===== src/rtl/rgb_sched_pkg.sv =====
// Shared encodings and index constants for the RGB symbol scheduler.
// The pilot feature of the scheduler is enabled by the RGB_PILOT_EN macro.
package rgb_sched_pkg;

    typedef enum logic [1:0] {
        ST_IDLE,
        ST_PREAMBLE,
        ST_DATA,
        ST_GAP
    } state_t;

    localparam logic [5:0] IDLE_INDEX  = 6'd0;
    localparam logic [5:0] PILOT_INDEX = 6'd63;
    localparam logic [5:0] PREAMBLE_HI = 6'd63;
    localparam logic [5:0] PREAMBLE_LO = 6'd0;

    // Preamble alternates HI,LO,HI,... so odd-numbered symbols are LO.
    function automatic logic [5:0] preamble_index(input logic odd);
        return odd ? PREAMBLE_LO : PREAMBLE_HI;
    endfunction

endpackage


===== src/rtl/rgb_sym_timer.sv =====
// Symbol period counter: strobe on the first cycle and last-cycle flag of
// every SYM_PERIOD-cycle symbol while enabled; held at 0 when disabled.
module rgb_sym_timer #(
    parameter int SYM_PERIOD = 16
) (
    input  logic clk,
    input  logic resetn,
    input  logic en,
    output logic sym_strobe,
    output logic sym_last
);

    localparam int CW = (SYM_PERIOD > 1) ? $clog2(SYM_PERIOD) : 1;
    localparam logic [CW-1:0] LAST = CW'(SYM_PERIOD - 1);

    logic [CW-1:0] cnt_q, cnt_d;

    always_comb begin
        cnt_d = cnt_q;
        if (!en) begin
            cnt_d = '0;
        end else if (cnt_q == LAST) begin
            cnt_d = '0;
        end else begin
            cnt_d = cnt_q + CW'(1);
        end
    end

    always_ff @(posedge clk or negedge resetn) begin
        if (!resetn) begin
            cnt_q <= '0;
        end else begin
            cnt_q <= cnt_d;
        end
    end

    assign sym_strobe = en && (cnt_q == '0);
    assign sym_last   = en && (cnt_q == LAST);

endmodule


===== src/rtl/rgb_symbol_scheduler.sv =====
// Frame scheduler: preamble, data (through a one-entry holding register), gap.
// Define RGB_PILOT_EN to insert a pilot symbol every PILOT_INTERVAL data symbols.
module rgb_symbol_scheduler
    import rgb_sched_pkg::*;
#(
    parameter int SYM_PERIOD     = 16,
    parameter int PREAMBLE_LEN   = 8,
    parameter int GAP_LEN        = 4,
    parameter int PILOT_INTERVAL = 16
) (
    input  logic       clk,
    input  logic       resetn,
    input  logic       start,
    input  logic [7:0] frame_len,
    input  logic       s_valid,
    input  logic [5:0] s_index,
    output logic       s_ready,
    output logic [5:0] index,
    output logic       sym_strobe,
    output logic       busy,
    output logic       done,
    output logic       underflow
);

`ifdef RGB_PILOT_EN
    localparam bit PILOT_EN = 1'b1;
`else
    localparam bit PILOT_EN = 1'b0;
`endif

    state_t     state_q, state_d;
    logic [5:0] index_q, index_d;
    logic [5:0] hold_q, hold_d;
    logic       hold_vld_q, hold_vld_d;
    logic [7:0] acc_left_q, acc_left_d;
    logic [7:0] data_left_q, data_left_d;
    logic [7:0] sym_cnt_q, sym_cnt_d;
    logic [7:0] since_pilot_q, since_pilot_d;
    logic       underflow_q, underflow_d;
    logic       sym_last, accept, emit_data, pilot_due;

    rgb_sym_timer #(.SYM_PERIOD(SYM_PERIOD)) u_timer (
        .clk        (clk),
        .resetn     (resetn),
        .en         (busy),
        .sym_strobe (sym_strobe),
        .sym_last   (sym_last)
    );

    assign busy      = (state_q != ST_IDLE);
    assign s_ready   = busy && !hold_vld_q && (acc_left_q != 8'd0);
    assign accept    = s_valid && s_ready;
    assign pilot_due = PILOT_EN && (since_pilot_q == 8'(PILOT_INTERVAL));
    assign index     = index_q;
    assign underflow = underflow_q;

    // All symbol decisions are taken on the last cycle of the current symbol.
    always_comb begin
        state_d       = state_q;
        index_d       = index_q;
        hold_d        = hold_q;
        hold_vld_d    = hold_vld_q;
        acc_left_d    = acc_left_q;
        data_left_d   = data_left_q;
        sym_cnt_d     = sym_cnt_q;
        since_pilot_d = since_pilot_q;
        underflow_d   = underflow_q;
        emit_data     = 1'b0;
        done          = 1'b0;

        if (accept) begin
            hold_d     = s_index;
            hold_vld_d = 1'b1;
            acc_left_d = acc_left_q - 8'd1;
        end

        case (state_q)
            ST_IDLE: begin
                if (start) begin
                    state_d       = ST_PREAMBLE;
                    index_d       = PREAMBLE_HI;
                    acc_left_d    = frame_len;
                    data_left_d   = frame_len;
                    sym_cnt_d     = 8'd0;
                    since_pilot_d = 8'd0;
                    underflow_d   = 1'b0;
                    hold_vld_d    = 1'b0;
                end
            end
            ST_PREAMBLE: begin
                if (sym_last) begin
                    if (sym_cnt_q != 8'(PREAMBLE_LEN - 1)) begin
                        sym_cnt_d = sym_cnt_q + 8'd1;
                        index_d   = preamble_index(~sym_cnt_q[0]);
                    end else if (data_left_q == 8'd0) begin
                        state_d   = ST_GAP;
                        sym_cnt_d = 8'd0;
                        index_d   = IDLE_INDEX;
                    end else begin
                        state_d   = ST_DATA;
                        emit_data = 1'b1;
                    end
                end
            end
            ST_DATA: begin
                if (sym_last) begin
                    if (data_left_q == 8'd0) begin
                        state_d   = ST_GAP;
                        sym_cnt_d = 8'd0;
                        index_d   = IDLE_INDEX;
                    end else if (pilot_due) begin
                        index_d       = PILOT_INDEX;
                        since_pilot_d = 8'd0;
                    end else begin
                        emit_data = 1'b1;
                    end
                end
            end
            ST_GAP: begin
                if (sym_last) begin
                    if (sym_cnt_q == 8'(GAP_LEN - 1)) begin
                        state_d = ST_IDLE;
                        index_d = IDLE_INDEX;
                        done    = 1'b1;
                    end else begin
                        sym_cnt_d = sym_cnt_q + 8'd1;
                    end
                end
            end
            default: state_d = ST_IDLE;
        endcase

        // An empty holding register at a data boundary sends a fill symbol.
        if (emit_data) begin
            if (hold_vld_q) begin
                index_d     = hold_q;
                hold_vld_d  = 1'b0;
                data_left_d = data_left_q - 8'd1;
                if (since_pilot_q != 8'hFF) begin
                    since_pilot_d = since_pilot_q + 8'd1;
                end
            end else begin
                index_d     = IDLE_INDEX;
                underflow_d = 1'b1;
            end
        end
    end

    always_ff @(posedge clk or negedge resetn) begin
        if (!resetn) begin
            state_q       <= ST_IDLE;
            index_q       <= IDLE_INDEX;
            hold_q        <= 6'd0;
            hold_vld_q    <= 1'b0;
            acc_left_q    <= 8'd0;
            data_left_q   <= 8'd0;
            sym_cnt_q     <= 8'd0;
            since_pilot_q <= 8'd0;
            underflow_q   <= 1'b0;
        end else begin
            state_q       <= state_d;
            index_q       <= index_d;
            hold_q        <= hold_d;
            hold_vld_q    <= hold_vld_d;
            acc_left_q    <= acc_left_d;
            data_left_q   <= data_left_d;
            sym_cnt_q     <= sym_cnt_d;
            since_pilot_q <= since_pilot_d;
            underflow_q   <= underflow_d;
        end
    end

endmodule


===== config.mk =====
export PLATFORM = sky130hd
export DESIGN_NAME = rgb_symbol_scheduler
export DESIGN_NICKNAME = d
export VERILOG_FILES = /design/src/rtl/rgb_sched_pkg.sv /design/src/rtl/rgb_sym_timer.sv /design/src/rtl/rgb_symbol_scheduler.sv
export SDC_FILE = /design/constraint.sdc
export NUM_CORES = 1
export LEC_CHECK = 0
export CORE_ASPECT_RATIO = 1.25
export CORE_MARGIN = 1.5
export CORE_UTILIZATION = 25
export CTS_BUF_LIST = sky130_fd_sc_hd__clkbuf_2
export DETAILED_ROUTE_END_ITERATION = 8
export PLACE_DENSITY = 0.44
export SLEW_MARGIN = 10
export SYNTH_ARGS = -nofsm -noshare
export SYNTH_HDL_FRONTEND = slang
export SYNTH_HIERARCHICAL = 1
export SYNTH_SLANG_ARGS = --single-unit
export TNS_END_PERCENT = 20

===== constraint.sdc =====
create_clock -name clk -period 2.3 [get_ports clk]
set_input_delay 0.46 -clock clk [delete_from_list [all_inputs] [get_ports clk]]
set_output_delay 0.46 -clock clk [all_outputs]
set_load 0.05 [all_outputs]

; Yosys cells after proc, flatten, opt, wreduce, memory -nomap -nowiden
; Index checks and enable logic that the tools add are counted.
; W data, S select, Z words.
[classes]
n_reduce_logical = 14
n_mux = 54
eq_ne = 19
addsub = 4
[op_table]
columns = cell, count
row1 = $mux W8, 14
row2 = $mux W6, 10
row3 = $pmux W8 S4, 1
row4 = $pmux W6 S4, 1
row5 = $mux W1, 17
row6 = $ne A2 B2 Y1 const B, 8
row7 = $sub A8 B1 Y8 const B, 2
row8 = $ne A3 B3 Y1 const B, 5
row9 = $mux W2, 7
row10 = $reduce_and A5 Y1, 2
row11 = $add A8 B1 Y8 const B, 1
row12 = $eq A8 B2 Y1 const B, 1
row13 = $logic_not A8 Y1, 1
row14 = $mux W4, 2
row15 = $ne A8 B3 Y1 const B, 1
row16 = $pmux W2 S4, 1
row17 = $reduce_bool A8 Y1, 1
row18 = $reduce_and A7 Y1, 1
row19 = $logic_and A1 B1 Y1, 5
row20 = $add A4 B1 Y4 const B, 1
row21 = $eq A2 B2 Y1 const B, 2
row22 = $eq A4 B4 Y1 const B, 1
row23 = $logic_not A4 Y1, 1
row24 = $eq A2 B1 Y1 const B, 1
row25 = 4 further kinds, 4
[word_totals]
register_bits = 44
in_bits = 18
out_inout_bits = 11

; Longest topological paths before layout
; Gate-level depths: netlist (run 1).
[depth]
word_depth = 9
depth_mapped = 10
ltp_nobuf = 9

; Modules after synthesis
; Netlist (run 1), hierarchy kept.
[by_module_without_submodules]
columns = mod, cells_per_inst, n_inst, area_per_inst_um2
row1 = rgb_symbol_scheduler, 272, 1, 2401.1
row2 = rgb_sym_timer, 22, 1, 205.2

; Worst setup path before layout (run 1)
; No wires, ideal clock.
[synth_timing]
path_type = register to output
start = register state_q[0]
end = output port sym_strobe
path_slack_ns = -0.389
path_stages_with_launch = 6
t_arrival_ns = 2.229
required_time_ns = 1.840
n_path_buf = 0
cell_sequence = dfrtp_1 > inv_1 > ha_1 > inv_1 > nand2_1 > nor3_1
[synth_via]
elab_chain_len = 2
[synth_lines]
columns = item, line
row1 = from (decl), rgb_symbol_scheduler.sv:31  ; state_t state_q, state_d;
row2 = from (signal assigned), rgb_symbol_scheduler.sv:161  ; state_q <= state_d;
row3 = $reduce_bool A2 Y1, rgb_symbol_scheduler.sv:50  ; assign busy = (state_q != ST_IDLE);
row4 = named net busy, rgb_symbol_scheduler.sv:20  ; output logic busy,
row5 = $logic_and A1 B1 Y1, rgb_sym_timer.sv:37  ; assign sym_strobe = en && (cnt_q == '0);
row6 = to (decl), rgb_symbol_scheduler.sv:19  ; output logic sym_strobe,
; The timed path passes the listed nets, and every way through them passes these cells.

; Worst setup path after layout (run 1)
[layout_timing]
start = register acc_left_q[5]
end = output port s_ready
[layout_via]
elab_chain_len = 2
[layout_lines]
columns = item, line
row1 = from (decl), rgb_symbol_scheduler.sv:35  ; logic [7:0] acc_left_q, acc_left_d;
row2 = from (signal assigned), rgb_symbol_scheduler.sv:165  ; acc_left_q <= acc_left_d;
row3 = $reduce_bool A8 Y1, rgb_symbol_scheduler.sv:51  ; assign s_ready = busy && !hold_vld_q && (acc_left_q != 8'd0);
row4 = $logic_and A1 B1 Y1, rgb_symbol_scheduler.sv:51
row5 = to (decl), rgb_symbol_scheduler.sv:17  ; output logic s_ready,
; No other way between the ends.

==> results by group, run 1 <==
Floorplanning
  – Core ar.: a little over 10000 um^2
  – Num ports: 29
  – Die span in y: 117.2 um
  – Die width: around 94 um
  – Initial Utilization: 25.79%
  – FP Rows: slightly above 40
  – Die Area: around 11000 um^2

Placement
  – Post-DP Area: roughly 3200 um^2
  – Port bufs: 28
  – Worst slack at placement: -0.003770 ns
  – Gpl congestion: around 0.76
  – Hpwl dp: between 4000 and 5000 um

Critical path
  – Worst path slowest cell: or4_4
  – Critical path startpoint category: flop
  – CP delay by family, top: simple AND/OR/NAND/NOR gates
  – Crit Path Class: flop to output pin
  – Worst-path cell chain: or4_4 > o31a_1 > buf_12
  – Critical Path AT: approximately 1.8 ns
  – CP bufs+invs: 1
  – CP endpoint kind: output pin
  – Worst path max stage delay: ~0.55 ns
  – CP required: ~1.8 ns
  – Crit Path Max Fanout: 2

Detailed routing
  – ANT nets after route: 0
  – Post-Route WL: around 6800 um
  – Metal2 WL: 3497 um
  – Vias per cell: 4.829
  – Drc violations: 0
  – Via count: between 2k and 2.5k
  – Metal-1 WL: just over 3000 um
  – Routed len/inst: about 14 um
  – Initial DRC count: 40
  – Drt first pass iters: 4
  – Met3 wire length: between 150 and 200 um
  – Uppermost layer routed: met4

Clock tree
  – Clock Pin Slew Worst Setup and Hold Paths: approximately 0.25 ns
  – Total CTS buffers: 5
  – Longest Clk Path Bufs: 2
  – CTS Hold Buffers Added: 0
  – Root buffer selected by CTS: clkbuf_2
  – Clock latency on the worst-skew pair: between 0.4 and 0.5 ns
  – CTS tree: built
  – H-tree depth: 2
  – Clk sinks: 44

Synth
  – Post-synthesis average cell area: ~9 um^2
  – Top post-synthesis cells by count: dfrtp_1 (44), nand2_1 (33), o21ai_0 (28)
  – Post-Syn Instances: just under 300
  – Yosys cell types: 50
  – Mapped Nets: between 300 and 400
  – Synth top area share: a little over two fifths
  – Post-synth EDFFs: 0
  – Area leader, netlist: dfrtp_1
  – Main synth FF type: dfrtp_1
  – Cell area after synthesis: between 2000 and 3000 um^2
  – Most common cell in the netlist: dfrtp_1
  – Top post-synthesis cells by area: dfrtp_1 (42%), o21ai_0 (5.4%), ha_1 (4.8%)
  – Yosys warnings: 6
  – Seq/Total Area, Yosys: between 40 and 50%
  – Yosys reg bits: 44
  – Asr flop ratio synth: 100.0%

STA
  – Tcrit/Tclk final: between 90 and 100%
  – Tightest Pin Transition: around 0.65 ns
  – Final WS setup: roughly 0.0046 ns
  – Achievable clock frequency: about 440 MHz
  – Final hold violation count: 0
  – Slew Viols, Final: 0
  – Clock skew: around 0.028 ns
  – RSZ-0062 raised after global routing: true
  – Setup violators final: 0
  – Final Critical Period: around 2.3 ns
  – Rel. slew slack: a little under three fifths

Run status
  – Status: completed

Global route
  – Antenna violations before repair: 0
  – First-pass GRT wire length: between 10000 and 15000 um
  – Congestion Overflow GR: 0
  – Largest net degree at the start of global routing: 45
  – Vias in the first global route: 2372
  – Total Routing Usage GR: approximately 13%

Run
  – Max Cap Violations: 0

Finish
  – Ant diodes: 0
  – Fillcell total: between 1k and 1.5k
  – Nets@finish: between 300 and 400
  – Synthesis-to-layout area growth: 35.48%
  – Post-route cell area: between 3000 and 4000 um^2
  – Share of cells above drive strength 1: between 20% and 30%

Pwr
  – Pwr dens: ~360 nW/um^2
  – Leakage: between 0.0015 and 0.002 uW
  – Maximum VDD drop: approximately 190 uV
  – Power Total: 1278 uW

Min path
  – Worst hold path type: input port to asynchronous set/reset pin
[cells by family (layout without fill, tap and decap cells)]
logic type,after synthesis,in the layout,share of synthesized area (%)
AND/OR/NAND/NOR,110,110,22.52
AO/OA/AOI/OAI,77,77,18.05
flip-flops,44,44,42.25
buffers and inverters,34,97,5.280
XOR/XNOR,11,11,3.696
adder cells (fa/ha/maj),10,10,4.801
multiplexers,8,8,3.409
[path summary, 6_finish.rpt]
check / from / endpoint / slack (ns) / cells after the start
min in group clk: hold_q[0] / hold_q[0] / 0.54 / 1
max: acc_left_q[5] / s_ready / 0.005 / 3
min: resetn / u_timer/cnt_q[3] / 0.07 / 2
max in group asynchronous: resetn / sym_cnt_q[0] / 1.79 / 2
max reg2reg: data_left_q[1] / data_left_q[7] / 0.08 / 6
min reg2reg: hold_q[0] / hold_q[0] / 0.54 / 1
[repair_timing]
action                                  CTS  global route
endpoints found under the setup margin    8            18
endpoints found under the hold margin     0             0
resized for setup                        21            17
pin swaps                                 4             3
setup buffers                             5             6
[layout make-up]
class	count	area (um^2)	area share, %
Multi-Input combinational cell	216	1513	42.84
Sequential cell	44	1102	31.22
Timing Repair Buffer	65	591.8	16.76
Tap cell	129	161.4	4.571
Inverter	24	95.09	2.693
Clock inverter	3	42.54	1.205
Clock buffer	5	25.02	0.7087
[layout by cell type, fill, tap and decap left out, types with 4 or more instances in the layout]
cell type        Yosys  routed
nand3_1              7       4
clkbuf_2             0       5
nand2_1             33      32
o21ai_0             28      28
ha_1                10       6
or3_1                9       8
clkdlybuf4s50_1      0      23
nor3_1               9       8
and3_1               5       4
xnor2_1             10      10
or4_1                4       4
inv_1               23      19
dfrtp_1             44      43
a21oi_1             24      24
o22ai_1              8       8
buf_4                2      35
nand2b_1             4       4
nor2_1              16      12
mux2_2               7       7
[power breakdown]
part | switching (uW) | internal [uW]
clock network | 272 | 183
logic | 22.3 | 25.6
registers | 0 | 775
total | 294 | 984
[state kept, by name (all words and copies together) (netlist names)]
name and flops:
hold_q 6, hold_vld_q 1, underflow 1, acc_left_q 8
sym_cnt_q 8, u_timer/cnt_q 4, state_q 2, data_left_q 8
index 6
[layer usage]
metal / track usage, % / up-vias
li1: - / 1172
met1: 15.81 / 1132
met2: 22.73 / 33
met3: 2.196 / 10
met4: 4.776 / 0
met5: 0 / -
[metrics by stage]
step / TNS (ns) / instances / util [%] / hold WS (ns)
4_1_cts: -0.05089 / 480 / 33.85 / 0.07039
5_1_grt: -0.1441 / 486 / 34.94 / 0.07233
6_report: 0 / 486 / 34.94 / 0.06837
3_3_place_gp: 0 / 467 / 31.92 / 0.4905
2_1_floorplan: -0.7705 / 294 / - / 0.1644
3_5_place_dp: -0.005107 / 467 / 31.92 / 0.4953
(Power assumes the default switching activity.)
==> run 2, diff against run 1 <==
Settings changed: CORE_UTILIZATION 25 to 53, PLACE_DENSITY 0.44 to 0.8.
==> results by group, run 2 (synthesis results as in run 1) <==
Pwr
  – Power Total: 1271 uW
  – Leakage: 0.001564 uW
  – Pwr dens: 377.5 nW/um^2
  – Maximum VDD drop: approximately 370 uV

Detailed routing
  – Drc violations: 0
  – Vias per cell: roughly 5.8
  – Drt first pass iters: 4
  – ANT nets after route: 0
  – Initial DRC count: 156
  – Post-Route WL: roughly 6300 um
  – Via count: roughly 2.4k
  – Routed len/inst: roughly 15 um

Clock tree
  – Root buffer selected by CTS: clkbuf_2
  – Total CTS buffers: 5
  – Clock latency on the worst-skew pair: approximately 0.43 ns
  – Longest Clk Path Bufs: 2
  – CTS tree: built
  – CTS Hold Buffers Added: 0
  – Clock Pin Slew Worst Setup and Hold Paths: approximately 0.25 ns
  – Clk sinks: 44
  – H-tree depth: 2

Floorplanning
  – Core ar.: 4730 um^2
  – Die Area: about 5300 um^2
  – Die span in y: between 80 and 90 um
  – Num ports: 29
  – FP Rows: 28
  – Die width: between 60 and 70 um
  – Initial Utilization: a little under three fifths

Finish
  – Nets@finish: 377
  – Top flop regs: acc_left_q x8, data_left_q x8, sym_cnt_q x8
  – Post-route cell area: around 3400 um^2
  – Ant diodes: 0
  – Final Util: 71.22%
  – Fin cells: 410
  – Share of cells above drive strength 1: 21.71%
  – Most common cell after layout, fill and taps aside: dfrtp_1
  – Synthesis-to-layout area growth: 29.24%
  – Most frequent cells in the layout: dfrtp_1 (44), nand2_1 (33), buf_4 (28)

Global route
  – Total Routing Usage GR: approximately a quarter
  – Largest net degree at the start of global routing: 45
  – First-pass GRT wire length: approximately 11000 um
  – Congestion Overflow GR: 0
  – Antenna violations before repair: 0
  – Vias in the first global route: 2316

Run status
  – Status: finished, violations left
  – Failing checks: setup timing

Critical path
  – Worst path max stage delay: 0.55 ns
  – CP required: ~1.8 ns
  – Worst path slowest cell: or4_4
  – Stages on the worst setup path: 3
  – CP endpoint kind: output pin
  – CP delay by family, top: simple AND/OR/NAND/NOR gates
  – Critical path startpoint category: flop
  – Critical Path AT: about 1.9 ns
  – R2R setup slack: approximately 0.08 ns
  – Crit Path Max Fanout: 2
  – CP bufs+invs: 1
  – Crit Path Class: flop to output pin
  – R2R depth: 6
  – Worst-path cell chain: or4_4 > o31a_1 > buf_12

Placement
  – Port bufs: 28
  – Gpl congestion: 0.8316
  – Hpwl dp: around 4500 um
  – Post-placement cell count: a little under 400
  – Post-DP Area: approximately 3100 um^2

STA
  – Final WS setup: -0.01371 ns
  – Tcrit/Tclk final: 100.6%
  – Final Critical Period: around 2.3 ns
  – Tightest Pin Transition: ~0.56 ns
  – Slew Viols, Final: 0
  – Rel. slew slack: between 60% and 70%
  – Clock skew: roughly 0.023 ns
  – Final hold violation count: 0
  – RSZ-0062 raised after global routing: true
  – Hold WS: 0.04762 ns
  – Setup violators final: 1
  – Achievable clock frequency: roughly 430 MHz

Min path
  – Worst hold path type: input port to asynchronous set/reset pin

Run
  – Max Cap Violations: 0
run 2: cell count changes in the layout (fill, tap and decap cells not counted), sizes merged:
cell  change
buf       -7
run 2: worst paths after layout:
check,start,end
min,resetn,index[5]
max reg2reg,data_left_q[1],data_left_q[7]
min in group clk,underflow,underflow
max in group asynchronous,resetn,data_left_q[7]
min reg2reg,underflow,underflow
max,acc_left_q[5],s_ready
run 2: timing repair:
item	in CTS	in global routing
buffers inserted	6	1
hold endpoints to repair	0	0
gates resized for setup	12	16
pin swaps	4	2
setup endpoints to repair	4	15
run 2: per-layer routing:
metal / track usage, % / part of all wire (%) / up-vias
met5: 0 / 0 / -
met4: 10.21 / 2.2 / 0
met3: 4.571 / 2.7 / 14
met2: 46.26 / 53 / 51
met1: 29.21 / 42 / 1145
li1: - / - / 1156
run 2: area by class of cell:
type | count | area, um^2
tap | 60 | 75.07
sequential | 44 | 1101
clock buffer | 5 | 25.02
timing repair buffer | 58 | 548.0
inverter | 24 | 90.09
multi-input combinational | 216 | 1486
fill | 353 | 1361
clock inverter | 3 | 42.54
run 2: through the flow:
step	setup TNS, ns	setup slack, ns
after floorplan	-0.7705	-0.2554
after global placement	0	0.05171
after detailed placement	-0.001489	-0.001489
after CTS	-0.04293	-0.04293
after global routing	-0.1455	-0.08679
final	-0.01371	-0.01371
run 2: worst reg2reg max path, cell delays in order (launching register included):
cell and delay [ns]:
dfrtp_1 0.43, buf_4 0.14, or3_4 0.36, or3_1 0.35, or3_1 0.33, and3_1 0.18
or3_1 0.35
run 2: power by group:
group / switching (uW) / internal, uW
Sequential: 0 / 775
Clock: 267 / 182
Combinational: 21.0 / 25.5
==> run 3, diff against run 2 <==
Settings changed: SYNTH_HIERARCHICAL 1 to default.
==> results by group, run 3 <==
Finish
  – Most frequent cells in the layout: dfrtp_1 (44), buf_4 (28), nor2_1 (23), clkdlybuf4s50_1 (23), nand2_1 (16)
  – Synthesis-to-layout area growth: 27.16%
  – Share of cells above drive strength 1: a little under a quarter
  – Fillcell total: 376
  – Top flop regs: acc_left_q x8, data_left_q x8, sym_cnt_q x8
  – Most common cell after layout, fill and taps aside: dfrtp_1
  – Nets@finish: roughly 350

Pwr
  – Maximum VDD drop: about 350 uV
  – Comb pwr share: 4.2%
  – Clock share of power: 27.8%
  – Leakage: about 0.0015 uW
  – Switching Share: 23.35%
  – Share of power burned in registers: about two thirds
  – Net Sw Power: around 270 uW
  – P_int: 873.9 uW
  – Pwr dens: around 340 nW/um^2

Global route
  – Vias in the first global route: around 2.3k
  – Largest net degree at the start of global routing: 45
  – Total Routing Usage GR: about a quarter
  – Antenna violations before repair: 1
  – Congestion Overflow GR: 0
  – First-pass GRT wire length: 10710 um

Critical path
  – Crit. Startpoint: acc_left_q[5]
  – Worst path max stage delay: 0.58 ns
  – RR Startpoint: data_left_q[4]
  – CP endpoint kind: output pin
  – CP required: 1.84 ns
  – Worst-path cell chain: or4_4 > o31a_1 > buf_12
  – R2R depth: 5
  – Crit Path Class: flop to output pin
  – R2R setup slack: roughly 0.080 ns
  – Critical Path AT: roughly 1.9 ns
  – Crit Path Max Fanout: 4
  – Critical path startpoint category: flop
  – Worst path slowest cell: or4_4
  – Reg2reg end: data_left_q[2]

Synth
  – Main synth FF type: dfrtp_1
  – Most common cell in the netlist: dfrtp_1
  – Cell area after synthesis: ~2600 um^2
  – Post-synth EDFFs: 0
  – Post-synthesis average cell area: 9.688 um^2
  – Yosys warnings: 0
  – Area leader, netlist: dfrtp_1
  – Synth top area share: 41.79%
  – Post-Syn Instances: between 200 and 300
  – Top post-synthesis cells by count: dfrtp_1 (44), nor2_1 (25), nand2_1 (16)
  – Asr flop ratio synth: 100.0%
  – Top post-synthesis cells by area: dfrtp_1 (42%), ha_1 (4.7%), nor2_1 (3.6%)
  – Mapped Nets: 300
  – Yosys cell types: 63
  – Yosys reg bits: 44
  – Seq/Total Area, Yosys: approximately two fifths

Run
  – Max Cap Violations: 0

STA
  – Final Critical Period: about 2.3 ns
  – Slew Viols, Final: 0
  – RSZ-0062 raised after global routing: true
  – Clock skew: 0.01710 ns
  – Final hold violation count: 0
  – Rel. slew slack: roughly 46%
  – Setup_tns: -0.03235 ns
  – Achievable clock frequency: ~430 MHz
  – Hold WS: between 0.08 and 0.09 ns
  – Setup violators final: 2
  – Tightest Pin Transition: ~0.80 ns
  – Final WS setup: -0.02380 ns
  – Tcrit/Tclk final: 101.0%

Clock tree
  – H-tree depth: 2
  – CTS tree: built
  – Root buffer selected by CTS: clkbuf_2
  – Clock Pin Slew Worst Setup and Hold Paths: roughly 0.21 ns
  – Longest Clk Path Bufs: 2
  – Total CTS buffers: 5
  – Clk sinks: 44
  – Clock latency on the worst-skew pair: 0.41 ns

Detailed routing
  – Drt first pass iters: 4
  – Vias per cell: between 6 and 7
  – ANT nets after route: 0
  – Via count: ~2.4k
  – Drc violations: 0
  – Initial DRC count: approximately 220
  – Post-Route WL: 6396 um
  – Routed len/inst: about 17 um

Min path
  – Worst hold path type: input port to asynchronous set/reset pin

Floorplanning
  – Die width: roughly 66 um
  – Core ar.: 4765 um^2
  – Die span in y: roughly 80 um
  – FP Rows: 28
  – Num ports: 29
  – Die Area: approximately 5400 um^2
  – Initial Utilization: between 50 and 60%

Placement
  – Hpwl dp: 4526 um
  – Port bufs: 28
  – Worst slack at placement: -0.07051 ns
  – Gpl congestion: about 0.9

Run status
  – Failing checks: setup timing
  – Status: finished, violations left
-- run 3: cell count changes after synthesis, sizes merged, moves of 7 or more --
cell	previous run	this run
nand2	33	16
o21ai	29	14
a211oi	2	12
inv	24	15
nor2	16	25
a21oi	24	16
o211ai	1	9
or3	10	2
a21o	0	7
-- run 3: worst max-delay path by stage --
stage	to	slack (ns)	cells after the start
2_1_floorplan	done	0.07	4
3_3_place_gp	sym_cnt_q[5]	0.005	7
3_5_place_dp	sym_cnt_q[5]	-0.07	7
4_1_cts	s_ready	-0.04	3
5_1_grt	done	-0.11	6
6_report	s_ready	-0.02	3
-- run 3: layout make-up --
class / instances / area [um^2] / area share, %
well taps: 60 / 75.07 / 2.240
inverters: 15 / 56.30 / 1.680
clock inverters: 1 / 5.005 / 0.1494
clock buffers: 6 / 30.03 / 0.8962
diodes: 1 / 2.502 / 0.07468
multi-input cells: 202 / 1533 / 45.74
repair buffers: 58 / 548.0 / 16.36
flip-flops and latches: 44 / 1101 / 32.86
-- run 3: metrics by stage --
step,cell area [um^2],power [uW],cells,util [%]
6_report,3351,1140,387,70.33
5_1_grt,3351,1187,387,70.33
3_5_place_dp,3142,837.5,372,65.94
3_3_place_gp,3142,837.2,372,65.94
4_1_cts,3263,1149,383,68.49
2_1_floorplan,2650,788.7,272,-
-- run 3: cells by family (layout without fill, tap and decap cells) --
family / Yosys count / after routing / share of synthesized area, %
AO/OA/AOI/OAI: 91 / 91 / 25.36
multiplexers: 7 / 7 / 2.992
AND/OR/NAND/NOR: 85 / 85 / 17.76
flip-flops: 44 / 44 / 41.79
XOR/XNOR: 9 / 9 / 2.992
other: 0 / 1 / 0
adder cells (fa/ha/maj): 10 / 10 / 4.748
buffers and inverters: 26 / 80 / 4.368
-- run 3: routing by layer --
| metal | wire length, um | up-vias | global-route usage, % | share of wire (%) |
|---|---|---|---|---|
| met5 | 0 | - | 0 | 0 |
| met4 | 120 | 0 | 10.61 | 1.9 |
| met3 | 199 | 8 | 3.699 | 3.1 |
| met2 | 3218 | 59 | 44.24 | 50 |
| met1 | 2858 | 1165 | 33.72 | 45 |
| li1 | - | 1132 | - | - |
-- run 3: critical path, delay by kind of cell, from the launching register on --
| family | cells | cell delay [ns] |
|---|---|---|
| compound gates | 1 | 0.30 |
| buf+inv | 1 | 0.16 |
| flops | 1 | 0.43 |
| simple gates | 1 | 0.58 |
-- run 3: power by group through the flow --
stage          clock network, uW  logic [uW]  registers, uW
5_1_grt                      358        53.8            775
4_1_cts                      325        49.3            775
3_5_place_dp                   0        49.2            788
2_1_floorplan                  0       0.286            788
6_report                     317        48.3            775
3_3_place_gp                   0        49.0            788
-- run 3: repair_timing --
| action | in CTS | in global routing |
|---|---|---|
| gates resized for setup | 13 | 16 |
| hold buffers | 0 | 0 |
| buffers inserted | 4 | 3 |
| pin swaps | 4 | 3 |
| endpoints found under the setup margin | 9 | 17 |
